--- config.mk ---
export PLATFORM = sky130hd
export DESIGN_NAME = scmi_db_event_queue
export DESIGN_NICKNAME = d
export VERILOG_FILES = /design/src/rtl/scmi_db_pkg.sv /design/src/rtl/scmi_db_fifo.sv /design/src/rtl/scmi_db_event_queue.sv
export SDC_FILE = /design/constraint.sdc
export NUM_CORES = 1
export LEC_CHECK = 0
export CAP_MARGIN = 20
export CORE_AREA = 2 2 308 310
export CTS_CLUSTER_DIAMETER = 150
export CTS_CLUSTER_SIZE = 24
export DETAILED_ROUTE_END_ITERATION = 10
export DIE_AREA = 0 0 310 312
export PLACE_DENSITY = 0.57
export SLEW_MARGIN = 10
export SYNTH_ARGS = -nofsm -noshare
export SYNTH_HDL_FRONTEND = slang
export SYNTH_SLANG_ARGS = --single-unit
--- constraint.sdc ---
create_clock -name clk_i -period 7.5 [get_ports clk_i]
set_input_delay 1.125 -clock clk_i [delete_from_list [all_inputs] [get_ports clk_i]]
set_output_delay 1.125 -clock clk_i [all_outputs]
set_load 0.03 [all_outputs]
--- src/rtl/scmi_db_pkg.sv ---
// Shared types for the SCMI doorbell event queue.
// Defining SCMI_DB_TIMESTAMP_EN adds a push timestamp to every queued event.
package scmi_db_pkg;

  localparam int NumChannelsDefault = 256;
  localparam int OvfCntWidth        = 8;
  localparam int TsWidth            = 32;

  typedef logic [$clog2(NumChannelsDefault)-1:0] ch_id_t;

  typedef struct packed {
`ifdef SCMI_DB_TIMESTAMP_EN
    logic [TsWidth-1:0] ts;
`endif
    ch_id_t             id;
  } db_evt_t;

endpackage

--- src/rtl/scmi_db_fifo.sv ---
// Registered synchronous FIFO of doorbell events with flush and push-through-pop.
// Pointers carry one extra wrap bit to tell full from empty.
module scmi_db_fifo
  import scmi_db_pkg::*;
#(
  parameter int Depth = 8
) (
  input  logic    clk_i,
  input  logic    rst_ni,
  input  logic    flush_i,
  input  logic    push_i,
  input  logic    pop_i,
  input  db_evt_t wdata_i,
  output db_evt_t rdata_o,
  output logic    full_o,
  output logic    empty_o
);

  localparam int AddrW = $clog2(Depth);
  localparam int PtrW  = AddrW + 1;
  localparam logic [PtrW-1:0] PtrOne = {{(PtrW-1){1'b0}}, 1'b1};

  logic [PtrW-1:0] wptr_r;
  logic [PtrW-1:0] rptr_r;
  db_evt_t         mem_r [Depth];
  logic            do_push_s;
  logic            do_pop_s;

  assign empty_o   = (wptr_r == rptr_r);
  assign full_o    = (wptr_r[AddrW] != rptr_r[AddrW]) &&
                     (wptr_r[AddrW-1:0] == rptr_r[AddrW-1:0]);
  assign do_pop_s  = pop_i & ~empty_o;
  assign do_push_s = push_i & (~full_o | do_pop_s);
  assign rdata_o   = empty_o ? '0 : mem_r[rptr_r[AddrW-1:0]];

  // Pointer and storage update; flush only rewinds the pointers.
  always_ff @(posedge clk_i or negedge rst_ni) begin
    if (!rst_ni) begin
      wptr_r <= '0;
      rptr_r <= '0;
      for (int i = 0; i < Depth; i++) begin
        mem_r[i] <= '0;
      end
    end else if (flush_i) begin
      wptr_r <= '0;
      rptr_r <= '0;
    end else begin
      if (do_push_s) begin
        mem_r[wptr_r[AddrW-1:0]] <= wdata_i;
        wptr_r <= wptr_r + PtrOne;
      end
      if (do_pop_s) begin
        rptr_r <= rptr_r + PtrOne;
      end
    end
  end

endmodule

--- src/rtl/scmi_db_event_queue.sv ---
// SCMI doorbell edge detector, per-channel pending set and event FIFO towards the PMS core.
// Optional feature macro: SCMI_DB_TIMESTAMP_EN (adds evt_ts_o and a free-running cycle counter).
module scmi_db_event_queue
  import scmi_db_pkg::*;
#(
  parameter  int NumChannels = NumChannelsDefault,
  parameter  int FifoDepth   = 8,
  localparam int IdWidth     = $clog2(NumChannels)
) (
  input  logic                   clk_i,
  input  logic                   rst_ni,
  input  logic [NumChannels-1:0] db_irq_i,
  input  logic [NumChannels-1:0] db_mask_i,
  input  logic                   flush_i,
  output logic                   evt_valid_o,
  output logic [IdWidth-1:0]     evt_id_o,
  input  logic                   evt_ready_i,
  output logic                   irq_o,
  output logic [NumChannels-1:0] pending_o,
  output logic                   ovf_o,
  output logic [7:0]             ovf_cnt_o
`ifdef SCMI_DB_TIMESTAMP_EN
  ,
  output logic [31:0]            evt_ts_o
`endif
);

  localparam logic [NumChannels-1:0] OneHot0 = {{(NumChannels-1){1'b0}}, 1'b1};
  localparam logic [OvfCntWidth-1:0] CntOne  = {{(OvfCntWidth-1){1'b0}}, 1'b1};

  logic [NumChannels-1:0] db_q_r;
  logic [NumChannels-1:0] pending_r;
  logic [NumChannels-1:0] rise_s;
  logic [NumChannels-1:0] clr_s;
  logic [IdWidth-1:0]     sel_s;
  logic                   push_s;
  logic                   ovf_hit_s;
  logic                   ovf_r;
  logic [OvfCntWidth-1:0] ovf_cnt_r;
  logic                   fifo_full_s;
  logic                   fifo_empty_s;
  db_evt_t                wr_evt_s;
  db_evt_t                head_evt_s;
`ifdef SCMI_DB_TIMESTAMP_EN
  logic [TsWidth-1:0]     ts_r;
`endif

  assign rise_s = db_irq_i & ~db_q_r & db_mask_i;

  // Lowest-index pending channel owns the push slot this cycle.
  always_comb begin
    sel_s = '0;
    for (int i = NumChannels - 1; i >= 0; i--) begin
      if (pending_r[i]) begin
        sel_s = IdWidth'(i);
      end else begin
        sel_s = sel_s;
      end
    end
  end

  // A full FIFO still accepts a push when its head is popped in the same cycle.
  assign push_s    = (|pending_r) & (~fifo_full_s | evt_ready_i);
  assign clr_s     = push_s ? (OneHot0 << sel_s) : '0;
  assign ovf_hit_s = |(rise_s & pending_r & ~clr_s);

  // Event written to the FIFO tail.
  always_comb begin
    wr_evt_s    = '0;
    wr_evt_s.id = ch_id_t'(sel_s);
`ifdef SCMI_DB_TIMESTAMP_EN
    wr_evt_s.ts = ts_r;
`endif
  end

  // Doorbell history, pending set and sticky overflow tracking.
  always_ff @(posedge clk_i or negedge rst_ni) begin
    if (!rst_ni) begin
      db_q_r    <= '0;
      pending_r <= '0;
      ovf_r     <= 1'b0;
      ovf_cnt_r <= '0;
    end else begin
      db_q_r <= db_irq_i;
      if (flush_i) begin
        pending_r <= '0;
        ovf_r     <= 1'b0;
        ovf_cnt_r <= '0;
      end else begin
        pending_r <= (pending_r & ~clr_s) | rise_s;
        if (ovf_hit_s) begin
          ovf_r <= 1'b1;
          if (ovf_cnt_r != {OvfCntWidth{1'b1}}) begin
            ovf_cnt_r <= ovf_cnt_r + CntOne;
          end
        end
      end
    end
  end

`ifdef SCMI_DB_TIMESTAMP_EN
  // Free-running cycle counter; deliberately untouched by flush.
  always_ff @(posedge clk_i or negedge rst_ni) begin
    if (!rst_ni) begin
      ts_r <= '0;
    end else begin
      ts_r <= ts_r + 32'd1;
    end
  end

  assign evt_ts_o = head_evt_s.ts;
`endif

  scmi_db_fifo #(
    .Depth (FifoDepth)
  ) u_fifo (
    .clk_i   (clk_i),
    .rst_ni  (rst_ni),
    .flush_i (flush_i),
    .push_i  (push_s),
    .pop_i   (evt_ready_i),
    .wdata_i (wr_evt_s),
    .rdata_o (head_evt_s),
    .full_o  (fifo_full_s),
    .empty_o (fifo_empty_s)
  );

  assign evt_valid_o = ~fifo_empty_s;
  assign irq_o       = ~fifo_empty_s;
  assign evt_id_o    = head_evt_s.id[IdWidth-1:0];
  assign pending_o   = pending_r;
  assign ovf_o       = ovf_r;
  assign ovf_cnt_o   = ovf_cnt_r;

endmodule

# == Word-level counts from Yosys, hierarchy flattened ==
# Index checks and enable logic that the tools add are counted.
# op_classes
n_eq_ne,4
n_shift,1
order_cmp,3
bitwise_logic,18
reduce_logical,10
n_mux,274
addsub,3
# op_table
operator,n
8-bit two-way mux,263
256-bit bitwise AND,5
256-bit two-way mux,2
256-bit NOT,2
256-bit OR reduction,2
256-bit OR,1
1-bit by 8-bit << shifter with 256-bit output (first input constant),1
64-bit bitwise mux,1
8-bit binary-select mux with 3-bit select,1
8-bit demux with 3-bit select,1
4-bit two-way mux,4
4-bit by 1-bit adder with 4-bit output (second input constant),2
8-bit by 1-bit adder with 8-bit output (second input constant),1
4-bit greater-or-equal comparator (second input constant),2
8-bit inequality test (second input constant),1
3-bit NOT with 4-bit output,2
2-bit nonzero test,4
4-bit equality test,1
4-bit by 1-bit less-than comparator with 1-bit output (second input constant),1
2-bit AND reduction,2
1-bit bitwise AND,3
3-bit equality test,1
1-bit NOT,3
1-bit logical AND,2
other kinds (3),5
# word_totals
output_inout_bits,275
regBits,593
in_bits,516

# == Longest topological paths before layout ==
# logic_depth
depth_word,263
mapped_depth,19
ltp_nobuf,15

# == Cells and area by module ==
# A second synthesis with hierarchy kept.
# unflattened
cells_unflattened,3071
hier_area_um2,30063.8
# modules_own_cells
module,area_per_inst_um2,seq_area_each_um2,instances,cells_each
scmi_db_event_queue,26449.1,13037.5,1,2824
scmi_db_fifo,3614.7,1801.7,1,247

# == Worst setup path after synthesis ==
# OpenSTA, ideal clock, no wires.
# synth_timing
kind,register to register
start,"register pending_r[224], in the netlist pending_o[224]"
end,"register ovf_cnt_r[2], in the netlist ovf_cnt_o[2]"
t_arrival_ns,4.748
required_time_ns,7.375
path_slack_ns,2.627
stages_incl_launch_ff,19
path_cell_list,dfrtp_1 > or4_4 > o211ai_1 > o311ai_1 > a2111oi_4 > o21bai_4 > or2_0 > buf_2 > or4_1 > buf_2 > o31a_1 > a2111oi_2 > nand4_1 > nor4_1 > nand4_1 > o31ai_2 > buf_4 > nor2_2 > mux2_4
# synth_between
elab_chain_len,232
elab_cells_between_ends,235
# synth_lines
item,line,source
"start, declared",scmi_db_event_queue.sv:32,logic [NumChannels-1:0] pending_r;
"start signal, assigned",scmi_db_event_queue.sv:90,pending_r <= (pending_r & ~clr_s) | rise_s;
8-bit two-way mux (225 in a row),scmi_db_event_queue.sv:54,if (pending_r[i]) begin
1-bit by 8-bit << shifter with 256-bit output,scmi_db_event_queue.sv:64,assign clr_s = push_s ? (OneHot0 << sel_s) : '0;
256-bit two-way mux,scmi_db_event_queue.sv:64,
256-bit NOT,scmi_db_event_queue.sv:65,assign ovf_hit_s = |(rise_s & pending_r & ~clr_s);
256-bit bitwise AND (*),scmi_db_event_queue.sv:65,
256-bit OR reduction (*),scmi_db_event_queue.sv:65,
2-bit nonzero test (no line) (*),-,
2-bit AND reduction (no line) (*),-,
"end signal, assigned",scmi_db_event_queue.sv:94,ovf_cnt_r <= ovf_cnt_r + CntOne;
"end, declared",scmi_db_event_queue.sv:39,logic [OvfCntWidth-1:0] ovf_cnt_r;
# Every way passes the cells marked *; elsewhere a longest branch is shown, timed or not.
# A chain may end at the register's enable or synchronous reset.

# == Final worst setup path ==
# layout_timing
start,"register pending_r[35], in the netlist pending_o[35]"
end,"register ovf_cnt_r[2], in the netlist ovf_cnt_o[2]"
# layout_between
elab_chain_len,43
elab_cells_between_ends,46
# layout_lines
item,line
8-bit two-way mux (36 in a row),scmi_db_event_queue.sv:54
1-bit by 8-bit << shifter with 256-bit output,scmi_db_event_queue.sv:64
256-bit two-way mux,scmi_db_event_queue.sv:64
256-bit NOT,scmi_db_event_queue.sv:65
256-bit bitwise AND (*),scmi_db_event_queue.sv:65
256-bit OR reduction (*),scmi_db_event_queue.sv:65
2-bit nonzero test (no line) (*),-
2-bit AND reduction (no line) (*),-
# Marked as above.

==> key figures <==
Drt
  – Via count: roughly 33000
  – DR pass1 iterations: 8
  – Wire per inst: between 30 and 40 um
  – DRT antenna net count: 0
  – Number of DRC markers in iteration 0: 4690
  – Drt drc: 0
  – Detailed Route WL: 196 mm
  – Via density: ~6.3

Floorplanning
  – Die area: slightly below 0.1 mm2
  – # IOs: between 700 and 800
  – Core Region: about 0.093 mm2
  – Die W: ~310 um
  – DIE HEIGHT: approximately 310 um
  – Initial Utilization: 31.5%
  – FP Rows: between 100 and 150

Place
  – Routability congestion estimate: 1.12
  – Post-DP HPWL: around 160 mm
  – Worst slack, placed: roughly 0.44 ns
  – Port Buf Inserts: 790

Clock network
  – # Post-CTS Setup Buffers: 0
  – H-tree level count: 1
  – Reg clk slew, reported paths: ~0.1 ns
  – Inserted Clock Buffers: 28
  – Worst skew pair latency: ~0.7 ns
  – Hold Buf Count CTS: 0
  – TritonCTS clock tree: done
  – PostCTS Resize Cnt: 0
  – Clk Tree Root Cell: clkbuf_16
  – Clock Sinks: roughly 590
  – Clock tree buffer depth: 3

Timing
  – RSZ-0062 raised after global routing: false
  – Worst clock skew: approximately 0.053 ns
  – Slew Limit Fails: 0
  – Minimum setup slack in the final design: about 0.18 ns
  – Tmin final: roughly 7.3 ns
  – Setup TNS: 0 ns
  – Final setup viols: 0
  – Final hold slack: around 0.49 ns
  – Tcrit/Tclk final: slightly below 100%
  – Worst-Margin Slew: 1.35 ns
  – Fmax: approximately 0.14 GHz
  – Fin. Hold Viols: 0
  – Worst rel slew slack: roughly a tenth

Power
  – Tot Pwr: ~8500 uW
  – Leak pwr: approximately 0.016 uW
  – PD cells: 206 mW/mm2
  – VDD IR-drop max: 0.195 mV

Synth
  – Yosys cell types: slightly above 90
  – Mapped Nets: 3551
  – Number of flops mapped to enable cells by yosys: 0
  – Cell taking the most area after synthesis: dfrtp_1
  – Synthesized flop and latch total: 593
  – Cells after Synth: 3032
  – Top-area cell type share of the netlist area: approximately half
  – Post-Syn Area: between 0.02 and 0.03 mm2
  – Ranking of synthesized cells by area: dfrtp_1 (51%), nand3b_1 (5.6%), a21oi_1 (5.2%)
  – Leading register cell type out of synthesis: dfrtp_1
  – Ys Warns: 0
  – Syn Area/Cell: just under 10 um2
  – Asr flop ratio synth: 100%
  – Sequential area share after synthesis: about 51%

Setup path
  – Worst R2R Setup Slack: 0.18 ns
  – Setup crit start kind: flip-flop
  – Worst Path Arrival: 7.85 ns
  – RR Startpoint: pending_o[35]
  – CP max FO: 29
  – Worst path required time: around 8 ns
  – Nature of the critical path endpoint: flip-flop
  – R2R cell count: 17
  – R2R Path End: ovf_cnt_o[2]
  – Critical path start-end classification: flip-flop to flip-flop

Global routing
  – Tot GR Track Use: approximately two fifths
  – First-pass GRT wire length: 264 mm
  – GRT Residual Overflow: 0
  – Largest net degree at the start of global routing: 163
  – Initial antenna violation count: 23
  – Vias in the first global route: around 32000

Min path
  – Worst Hold Depth: 2
  – Hold endpoint: u_fifo.mem_r[49]
  – Hold_sp: u_fifo.mem_r[49]
  – Worst hold path class: flip-flop to flip-flop

Cells and area
  – Layout Utilization: roughly 44%
  – Share of cells above drive strength 1: between 10% and 20%
  – Final nets: between 4000 and 5000
  – Commonest cells after routing, fill and taps aside: clkdlybuf4s50_1 (788), dfrtp_1 (593), a21oi_1 (302)
  – Commonest non-fill, non-tap cell in the layout: clkdlybuf4s50_1
  – Layout overhead on the synthesized area: 40.2%

Run status
  – Status: finished clean

Flow run
  – Max_cap viols: 0
worst max-delay path by stage:
stage / start / end / slack [ns] / cells after the start
floorplan: pending_o[224] / ovf_cnt_o[2] / 2.63 / 18
global placement: pending_o[3] / ovf_cnt_o[2] / 0.47 / 17
detailed placement: pending_o[3] / ovf_cnt_o[2] / 0.44 / 17
CTS: pending_o[3] / ovf_cnt_o[2] / 0.43 / 17
global route: pending_o[189] / ovf_cnt_o[2] / 0.21 / 18
finish: pending_o[35] / ovf_cnt_o[2] / 0.18 / 17
cell usage after synthesis (all sizes together), types with 21 or more instances:
master / n
nor2: 272
nand4b: 35
dfrtp: 593
nand3b: 220
or4: 29
a31oi: 36
mux2: 37
nand4: 46
o211ai: 22
nand2: 166
nand2b: 23
a21oi: 306
o2111ai: 25
nor3: 86
clkbuf: 93
inv: 124
a2111oi: 23
o31a: 30
o31ai: 42
or2: 35
nor4: 105
nand3: 45
a311oi: 21
o21ai: 292
final cells by class:
| type | instances | area (um2) |
|---|---|---|
| Timing Repair Buffer | 1039 | 9850 |
| Clock inverter | 1 | 8.76 |
| Inverter | 124 | 465 |
| Clock buffer | 29 | 726 |
| Tap cell | 1254 | 1570 |
| Antenna cell | 7 | 17.5 |
| Multi-Input combinational cell | 2202 | 13700 |
| Fill cell | 9326 | 51900 |
| Sequential cell | 593 | 14800 |
where the power goes:
group	internal [uW]	total [uW]	switching (uW)
registers	3410	3630	227
logic	1010	2990	1980
clock network	693	1840	1150
metal layers:
metal	wire (um)	global-route usage [%]	vias up
met3	22800	10.8	609
li1	-	-	13300
met1	73400	49.7	16400
met4	14300	22.6	14
met2	85400	59.8	2508
met5	99	0	-
metrics by stage:
step           std cells  area (um2)
2_1_floorplan       3032       29300
3_3_place_gp        5212       40400
3_5_place_dp        5212       40400
4_1_cts             5242       41100
5_1_grt             5245       41100
6_report            5249       41100
logic make-up (layout without fill, tap and decap cells):
logic type / after synthesis / in the layout / synth area share (%)
buffers and inverters: 237 / 1193 / 3.10
flip-flops: 593 / 593 / 50.6
AO/OA/AOI/OAI: 965 / 965 / 20.6
AND/OR/NAND/NOR: 1158 / 1158 / 22.2
XOR/XNOR: 11 / 11 / 0.328
multiplexers: 65 / 65 / 3.07
other: 0 / 7 / 0
adder cells (fa/ha/maj): 3 / 3 / 0.128
critical path, cell delays in order (launching register included):
cell and delay (ns):
dfrtp_1 0.52, or4_1 0.57, nor3_1 0.19, o21ai_0 0.29, o2111ai_1 0.32, a21oi_1 0.30, o21a_1 0.34, nor2_4 0.65
buf_4 0.51, a311oi_1 0.39, a2111oi_0 0.92, nand4_1 0.29, nor4_1 0.44, nand4_1 0.23, o31ai_2 0.59, buf_4 0.29
nor2_2 0.05, mux2_4 0.29
state kept, by name, summed over array words and instances, names as in the netlist:
name / count
u_fifo.wptr_r: 4
ovf_o: 1
u_fifo.rptr_r: 4
ovf_cnt_o: 8
u_fifo.mem_r: 64
db_q_r: 256
pending_o: 256
Power figures use the tool's default switching activity.
